$ cat src/rtl/ibex_fetch_queue.sv
// Instruction fetch queue: word requests on the instruction bus, 16/32-bit assembly, branch flush.
// Optional same-cycle response bypass when IBEX_FETCH_QUEUE_BYPASS_EN is defined.
module ibex_fetch_queue #(
  parameter int unsigned Depth     = 3,
  parameter logic [31:0] ResetAddr = 32'h0000_0080
) (
  input  logic                       clk_i,
  input  logic                       rst_ni,
  input  logic                       req_i,
  input  logic                       branch_i,
  input  logic [31:0]                branch_addr_i,
  output logic                       instr_req_o,
  output logic [31:0]                instr_addr_o,
  input  logic                       instr_gnt_i,
  input  logic                       instr_rvalid_i,
  input  logic [31:0]                instr_rdata_i,
  input  logic                       instr_err_i,
  output logic                       out_valid_o,
  input  logic                       out_ready_i,
  output logic [31:0]                out_rdata_o,
  output logic [31:0]                out_addr_o,
  output logic                       out_err_o,
  output logic                       busy_o,
  output logic [$clog2(Depth+1)-1:0] count_o
);
  localparam int unsigned CW = $clog2(Depth + 1);
  localparam logic [CW:0] DepthW = Depth[CW:0];

  logic [31:0]   fifo_data_q [Depth];
  logic [31:0]   fifo_data_d [Depth];
  logic [Depth-1:0] fifo_err_q, fifo_err_d;
  logic [CW-1:0] count_q, count_d;
  logic [CW-1:0] outst_q, outst_d;
  logic [CW-1:0] discard_q, discard_d;
  logic [31:0]   fetch_addr_q, fetch_addr_d;
  logic [31:0]   out_addr_q, out_addr_d;

  logic [CW:0]   occupancy;
  logic          req_gnt;
  logic          resp_drop;
  logic          resp_keep;
  logic          bypass;
  logic [31:0]   head_data;
  logic          head_err;
  logic [CW-1:0] words_avail;
  logic          offset;
  logic [15:0]   lo_half;
  logic          is_compressed;
  logic          straddle;
  logic          words_ok;
  logic [31:0]   instr;
  logic          instr_err;
  logic          out_valid;
  logic          consume;
  logic          pop;
  logic          fifo_pop;
  logic          push;
  logic [CW-1:0] wr_idx;

  // Requests are throttled so buffered plus in-flight words never exceed Depth.
  assign occupancy   = {1'b0, count_q} + {1'b0, outst_q};
  assign instr_req_o = req_i & (occupancy < DepthW);
  assign req_gnt     = instr_req_o & instr_gnt_i;
  assign resp_drop   = instr_rvalid_i & (discard_q != '0);
  assign resp_keep   = instr_rvalid_i & (discard_q == '0);

`ifdef IBEX_FETCH_QUEUE_BYPASS_EN
  assign bypass = resp_keep & (count_q == '0);
`else
  assign bypass = 1'b0;
`endif

  assign head_data   = bypass ? instr_rdata_i : fifo_data_q[0];
  assign head_err    = bypass ? instr_err_i   : fifo_err_q[0];
  assign words_avail = bypass ? CW'(1)        : count_q;

  always_comb begin
    offset        = out_addr_q[1];
    lo_half       = offset ? head_data[31:16] : head_data[15:0];
    is_compressed = (lo_half[1:0] != 2'b11);
    straddle      = offset & ~is_compressed;
    if (is_compressed) begin
      instr = {16'h0000, lo_half};
    end else if (straddle) begin
      instr = {fifo_data_q[1][15:0], lo_half};
    end else begin
      instr = head_data;
    end
    instr_err = head_err | (straddle & fifo_err_q[1]);
    // A straddling instruction can never come from the bypass path: it needs two buffered words.
    words_ok  = straddle ? (count_q >= CW'(2)) : (words_avail != '0);
  end

  assign out_valid = words_ok & ~branch_i;
  assign consume   = out_valid & out_ready_i;
  assign pop       = consume & (offset | ~is_compressed);
  assign fifo_pop  = pop & ~bypass;
  // A bypassed word that is fully consumed this cycle is never stored.
  assign push      = resp_keep & ~(bypass & pop);
  assign wr_idx    = count_q - CW'(fifo_pop);

  always_comb begin
    fifo_data_d = fifo_data_q;
    fifo_err_d  = fifo_err_q;
    if (fifo_pop) begin
      for (int i = 0; i < int'(Depth) - 1; i++) begin
        fifo_data_d[i] = fifo_data_q[i+1];
        fifo_err_d[i]  = fifo_err_q[i+1];
      end
    end
    if (push && ({1'b0, wr_idx} < DepthW)) begin
      fifo_data_d[wr_idx] = instr_rdata_i;
      fifo_err_d[wr_idx]  = instr_err_i;
    end
  end

  always_comb begin
    outst_d      = outst_q + CW'(req_gnt) - CW'(instr_rvalid_i);
    count_d      = count_q + CW'(push) - CW'(fifo_pop);
    discard_d    = discard_q - CW'(resp_drop);
    fetch_addr_d = fetch_addr_q;
    out_addr_d   = out_addr_q;
    if (req_gnt) begin
      fetch_addr_d = fetch_addr_q + 32'd4;
    end
    if (consume) begin
      out_addr_d = out_addr_q + (is_compressed ? 32'd2 : 32'd4);
    end
    // Every request still in flight after this edge, including one granted now, targets the old stream.
    if (branch_i) begin
      count_d      = '0;
      discard_d    = outst_d;
      out_addr_d   = branch_addr_i & ~32'h1;
      fetch_addr_d = branch_addr_i & ~32'h3;
    end
  end

  always_ff @(posedge clk_i or negedge rst_ni) begin
    if (!rst_ni) begin
      count_q      <= '0;
      outst_q      <= '0;
      discard_q    <= '0;
      fetch_addr_q <= ResetAddr & ~32'h3;
      out_addr_q   <= ResetAddr;
    end else begin
      count_q      <= count_d;
      outst_q      <= outst_d;
      discard_q    <= discard_d;
      fetch_addr_q <= fetch_addr_d;
      out_addr_q   <= out_addr_d;
    end
  end

  always_ff @(posedge clk_i) begin
    fifo_data_q <= fifo_data_d;
    fifo_err_q  <= fifo_err_d;
  end

  assign instr_addr_o = fetch_addr_q;
  assign out_valid_o  = out_valid;
  assign out_rdata_o  = out_valid ? instr : 32'h0;
  assign out_err_o    = out_valid & instr_err;
  assign out_addr_o   = out_addr_q;
  assign busy_o       = (outst_q != '0) | instr_req_o;
  assign count_o      = count_q;

`ifndef SYNTHESIS
  fifo_no_overflow: assert property (@(posedge clk_i) disable iff (!rst_ni)
    !(push && !fifo_pop && !branch_i && ({1'b0, count_q} == DepthW)));
`endif

endmodule
$ cat config.mk
export PLATFORM = sky130hd
export DESIGN_NAME = ibex_fetch_queue
export DESIGN_NICKNAME = d
export VERILOG_FILES = /design/src/rtl/ibex_fetch_queue.sv
export SDC_FILE = /design/constraint.sdc
export NUM_CORES = 1
export LEC_CHECK = 0
export ABC_AREA = 0
export BUFFER_PORTS_ARGS = -buffer_cell sky130_fd_sc_hd__buf_2
export CORE_UTILIZATION = 25
export CTS_BUF_LIST = sky130_fd_sc_hd__clkbuf_4
export DETAILED_ROUTE_END_ITERATION = 8
export GPL_ROUTABILITY_DRIVEN = 0
export GPL_TIMING_DRIVEN = 0
export PLACE_DENSITY = 0.45
export REMOVE_ABC_BUFFERS = 1
export SYNTH_ARGS = -nofsm -noshare
export SYNTH_HDL_FRONTEND = slang
export SYNTH_SLANG_ARGS = --single-unit
$ cat constraint.sdc
create_clock -name clk_i -period 4 [get_ports clk_i]
set_input_delay 0.6 -clock clk_i [delete_from_list [all_inputs] [get_ports clk_i]]
set_output_delay 0.6 -clock clk_i [all_outputs]
set_load 0.005 [all_outputs]
==> metrics.txt <==
# TYPE chip_impl_metric gauge
chip_impl_metric{name="clock_insertion_delay_worst_skew",unit="ns"} 0.58
chip_impl_metric{name="worst-slew-pin-transition",unit="ns"} 0.909
chip_impl_metric{name="global_route.usage.total",unit="%"} 14.6
chip_impl_metric{name="drt-wirelength-per-cell",unit="µm"} 16.8
chip_impl_metric{name="register_area",unit="mm²"} 0.00399
chip_impl_metric{name="cts.reportedPaths.clkPinSlew",unit="ns"} 0.17
chip_impl_info{name="cell_breakdown_of_the_critical_path",value="nand4b_1 -> o211ai_1 -> buf_4 -> inv_1 -> nand2_2 -> nor2_1 -> buf_2"} 1
chip_impl_metric{name="clock.fmax",unit="GHz"} 0.271
chip_impl_info{name="endpoint",value="out_rdata_o[29]"} 1
chip_impl_info{name="timing.setup.critical_path_class",value="reg2out"} 1
chip_impl_metric{name="power.share.switching",unit="%"} 35.5
chip_impl_metric{name="number_of_antenna_violations_at_the_first_check_in_global_routing",unit=""} 4
chip_impl_info{name="path_delay_family",value="simple AND/OR/NAND/NOR gates"} 1
chip_impl_metric{name="power.share.sequential",unit="%"} 49.2
chip_impl_metric{name="seq_area_frac_synth",unit="%"} 49.0
chip_impl_metric{name="multi_input_comb_area",unit="mm²"} 0.00392
chip_impl_metric{name="final_min_period",unit="ns"} 3.69
chip_impl_metric{name="regToRegSetupSlack",unit="ns"} 0.61
chip_impl_metric{name="internal_power",unit="µW"} 3280
chip_impl_metric{name="firstDrtPassIters",unit=""} 5
chip_impl_metric{name="via_count_of_the_first_global_routing_pass",unit=""} 6363
chip_impl_metric{name="vias",unit=""} 6447
chip_impl_info{name="startpoint",value="count_o[1]$_DFF_PN0_"} 1
chip_impl_metric{name="fin_crit_sh",unit="%"} 92.4
chip_impl_metric{name="worstPathMaxFanout",unit=""} 16
chip_impl_metric{name="clock_share_of_power",unit="%"} 21.7
chip_impl_info{name="cts_tree",value="done"} 1
chip_impl_info{name="worstSetupEndpointType",value="primary output"} 1
chip_impl_metric{name="power.net_switching",unit="µW"} 1810
chip_impl_metric{name="syn-instance-count",unit=""} 804
chip_impl_metric{name="ant_nets",unit=""} 0
chip_impl_info{name="worst_r2r_startpoint",value="count_o[1]$_DFF_PN0_"} 1
chip_impl_metric{name="layoutNonFillerInstCount",unit=""} 1414
chip_impl_metric{name="floorplan.initialDensity",unit="%"} 25.6
chip_impl_metric{name="drive_above_1_share",unit="%"} 26.1
chip_impl_metric{name="mean_instance_size_in_the_synthesized_netlist",unit="µm²"} 10.1
chip_impl_metric{name="grt_first_pass_wirelength",unit="µm"} 37200
chip_impl_metric{name="flow.area_growth_from_synthesis",unit="%"} 22.1
chip_impl_metric{name="critical_path_arrival",unit="ns"} 3.09
chip_impl_metric{name="die-height",unit="µm"} 182
chip_impl_info{name="yosys_most_used_dff",value="dfxtp_1"} 1
chip_impl_metric{name="leakage",unit="µW"} 0.00400
chip_impl_metric{name="reg2regPathDepth",unit=""} 11
chip_impl_info{name="worst_path_max_delay_cell",value="dfrtp_1"} 1
chip_impl_metric{name="floorplan.die.width",unit="µm"} 182
chip_impl_info{name="min_path_type",value="in2reg"} 1
chip_impl_metric{name="synth.ff_latch_count",unit=""} 166
chip_impl_info{name="worstReg2RegEnd",value="fifo_err_q[1]$_DFF_P_"} 1
chip_impl_metric{name="maxSlewViolCount",unit=""} 0
chip_impl_metric{name="core_footprint",unit="mm²"} 0.0318
chip_impl_metric{name="io_buffers",unit=""} 169
chip_impl_metric{name="tritoncts.num_buffers",unit=""} 17
chip_impl_metric{name="wirelength",unit="µm"} 23800
chip_impl_metric{name="synth.lib_cells_used.distinct",unit=""} 55
chip_impl_metric{name="final_core_density",unit="%"} 31.3
chip_impl_metric{name="critical_path_cell_count",unit=""} 7
chip_impl_metric{name="detailedRoute.firstIterationViolations",unit=""} 445
chip_impl_metric{name="cp_num_buf_inv",unit=""} 3
chip_impl_metric{name="drc_errors",unit=""} 0
chip_impl_metric{name="hold_viol",unit=""} 0
chip_impl_metric{name="fp-row-count",unit=""} 65
chip_impl_metric{name="slowest_delay",unit="ns"} 0.56
chip_impl_metric{name="clock_skew",unit="ns"} 0.0367
chip_impl_metric{name="floorplan.die_area",unit="mm²"} 0.0333
chip_impl_metric{name="required",unit="ns"} 3.40
chip_impl_metric{name="h-tree-depth",unit=""} 4
chip_impl_metric{name="final_nets",unit=""} 1045
chip_impl_metric{name="pin_count_of_the_biggest_net_entering_global_routing",unit=""} 60
chip_impl_metric{name="dp.cells",unit=""} 1375
chip_impl_metric{name="synth-warning-count",unit=""} 0
chip_impl_info{name="critical_path.startpoint_type",value="flop"} 1
chip_impl_metric{name="grt_remaining_overflow",unit=""} 0
chip_impl_metric{name="routed_via_density",unit=""} 4.56
chip_impl_metric{name="report.power.total",unit="µW"} 5090
chip_impl_metric{name="power_density",unit="mW/mm²"} 512
chip_impl_metric{name="setup_violations_final",unit=""} 0
chip_impl_info{name="root_buffer",value="clkbuf_4"} 1
chip_impl_metric{name="timing.slew.headroom",unit="%"} 39.1
chip_impl_metric{name="ir_worst_vdd",unit="µV"} 226
chip_impl_metric{name="combinationalPowerShare",unit="%"} 29.0
chip_impl_metric{name="post_synthesis_async_set_or_reset_flop_share",unit="%"} 40.4
chip_impl_metric{name="ctsLongestPathBuffers",unit=""} 2
chip_impl_metric{name="synth-edff-count",unit=""} 33
chip_impl_metric{name="clock_sink_count",unit=""} 166
chip_impl_metric{name="max_cap_violations",unit=""} 0
chip_impl_metric{name="ioPinCount",unit=""} 174
chip_impl_metric{name="dp_hpwl",unit="µm"} 16600
chip_impl_metric{name="num-fill-cells",unit=""} 3411
chip_impl_metric{name="syn-cell-area",unit="mm²"} 0.00814
chip_impl_info{name="run_status",value="finished clean"} 1
chip_impl_info{name="rsz_0062_raised_after_global_routing",value="false"} 1
[worst min path at each step]
stage                                    from                            to  slack [ns]  cells after the start
floorplan                              rst_ni          count_o[0]$_DFF_PN0_        0.30                      0
global placement    fifo_data_q[31]$_DFFE_PP_       fifo_data_q[63]$_DFF_P_        0.50                      2
detailed placement                     rst_ni  instr_addr_o[26]$_DFFE_PN0P_        0.45                      1
CTS                          instr_rdata_i[6]      fifo_data_q[6]$_DFFE_PP_        0.14                      1
global route                instr_rdata_i[29]     fifo_data_q[29]$_DFFE_PP_        0.13                      1
finish                       instr_rdata_i[6]      fifo_data_q[6]$_DFFE_PP_        0.21                      1
[synth_stat cells, types with 6 or more instances]
library cell  instances  area share, %
edfxtp_1             33             12
dfrtp_1              65             20
clkbuf_1             25            1.2
o21a_1                6           0.55
o21ai_0              76            4.7
mux2_2               25            3.5
dfxtp_1              66             16
xnor2_1              35            3.8
nand2b_1              7           0.54
xor2_1               15            1.6
and3_1               11           0.85
nand2_1             100            4.6
nor3_1               15           0.92
o31a_1               11            1.2
mux2i_1              98             12
buf_2                13           0.80
inv_1                16           0.74
a21boi_0              6           0.55
and4_1                6           0.65
nand3_1               9           0.55
nand4_1              23            1.8
ha_1                  8            1.2
a21oi_1              12           0.74
nor4_1               17            1.3
nor2_1               49            2.3
[flip-flops by register name, indices dropped and copies added (netlist names)]
name and flops:
instr_addr_o 30, fifo_err_q 3, head_data 32, out_addr_o 31, discard_q 2, fifo_data_q 64
outst_q 2, count_o 2
[stage by stage]
stage | hold WS [ns] | setup TNS (ns) | setup WS (ns) | area [µm²]
CTS | 0.136 | 0 | 0.0995 | 9930
global route | 0.134 | 0 | 0.0166 | 9940
global placement | 0.502 | -783.44 | -7.70 | 9340
detailed placement | 0.447 | -91.92 | -1.03 | 9570
finish | 0.206 | 0 | 0.305 | 9940
floorplan | 0.304 | -228.97 | -2.83 | 7950
[cell type report]
type | instances | share of cell area, %
Antenna cell | 3 | 0.0755
Clock buffer | 18 | 1.36
Clock inverter | 13 | 1.74
Inverter | 17 | 0.718
Multi-Input combinational cell | 578 | 39.4
Sequential cell | 166 | 40.2
Tap cell | 435 | 5.48
Timing Repair Buffer | 184 | 11.1
[timing repair]
item                                   CTS  global route
hold buffers                             1             0
setup buffers                            3             0
gates resized for setup                  4             2
endpoints found under the hold margin    8             0
pin swaps                                2             0
setup endpoints to repair              115             1
gates cloned                             1             0
[power groups by stage]
stage | Sequential [µW] | Combinational (µW) | Clock [µW]
after global routing | 2570 | 1690 | 1220
final | 2510 | 1480 | 1110
after detailed placement | 2550 | 1480 | 0
after CTS | 2510 | 1510 | 1150
after floorplan | 2470 | 939 | 0
after global placement | 2570 | 1380 | 0
[per-layer routing]
metal	up-vias	global-route usage (%)	wire length (µm)	part of all wire (%)
met5	-	0	13	0.055
met4	2	3.90	227	0.95
met3	16	3.69	1300	5.5
met2	177	22.9	10600	45
met1	3059	19.9	11700	49
li1	3193	-	-	-
[cell usage in the layout, fill, tap and decap left out, types with 12 or more instances in the layout]
cell type,instances
buf_2,167
nand2_1,99
o21ai_0,76
edfxtp_1,33
mux2i_1,98
a21oi_1,12
clkbuf_4,18
nor2_1,48
xor2_1,15
mux2_2,25
nor4_1,17
inv_1,15
dfxtp_1,66
xnor2_1,35
nand4_1,23
dfrtp_1,64
nor3_1,15
[logic make-up after synthesis]
group	count (synthesis)	share of synthesized area [%]
flops	166	49.0
buf+inv	63	3.24
simple gates	263	15.9
fa+ha+maj	9	1.48
xor+xnor	50	5.38
compound gates	129	9.44
other cells	1	0.0461
mux	123	15.5
[worst register-to-register path: stages, from the launching register on]
cell	delay (ns)
dfrtp_1	0.62
o21a_1	0.28
nand4_1	0.14
buf_4	0.19
inv_6	0.26
buf_16	0.27
ha_1	0.23
xnor2_1	0.16
nand2_1	0.24
nor2_4	0.51
buf_12	0.27
o21ai_0	0.11
(Power assumes the default switching activity.)
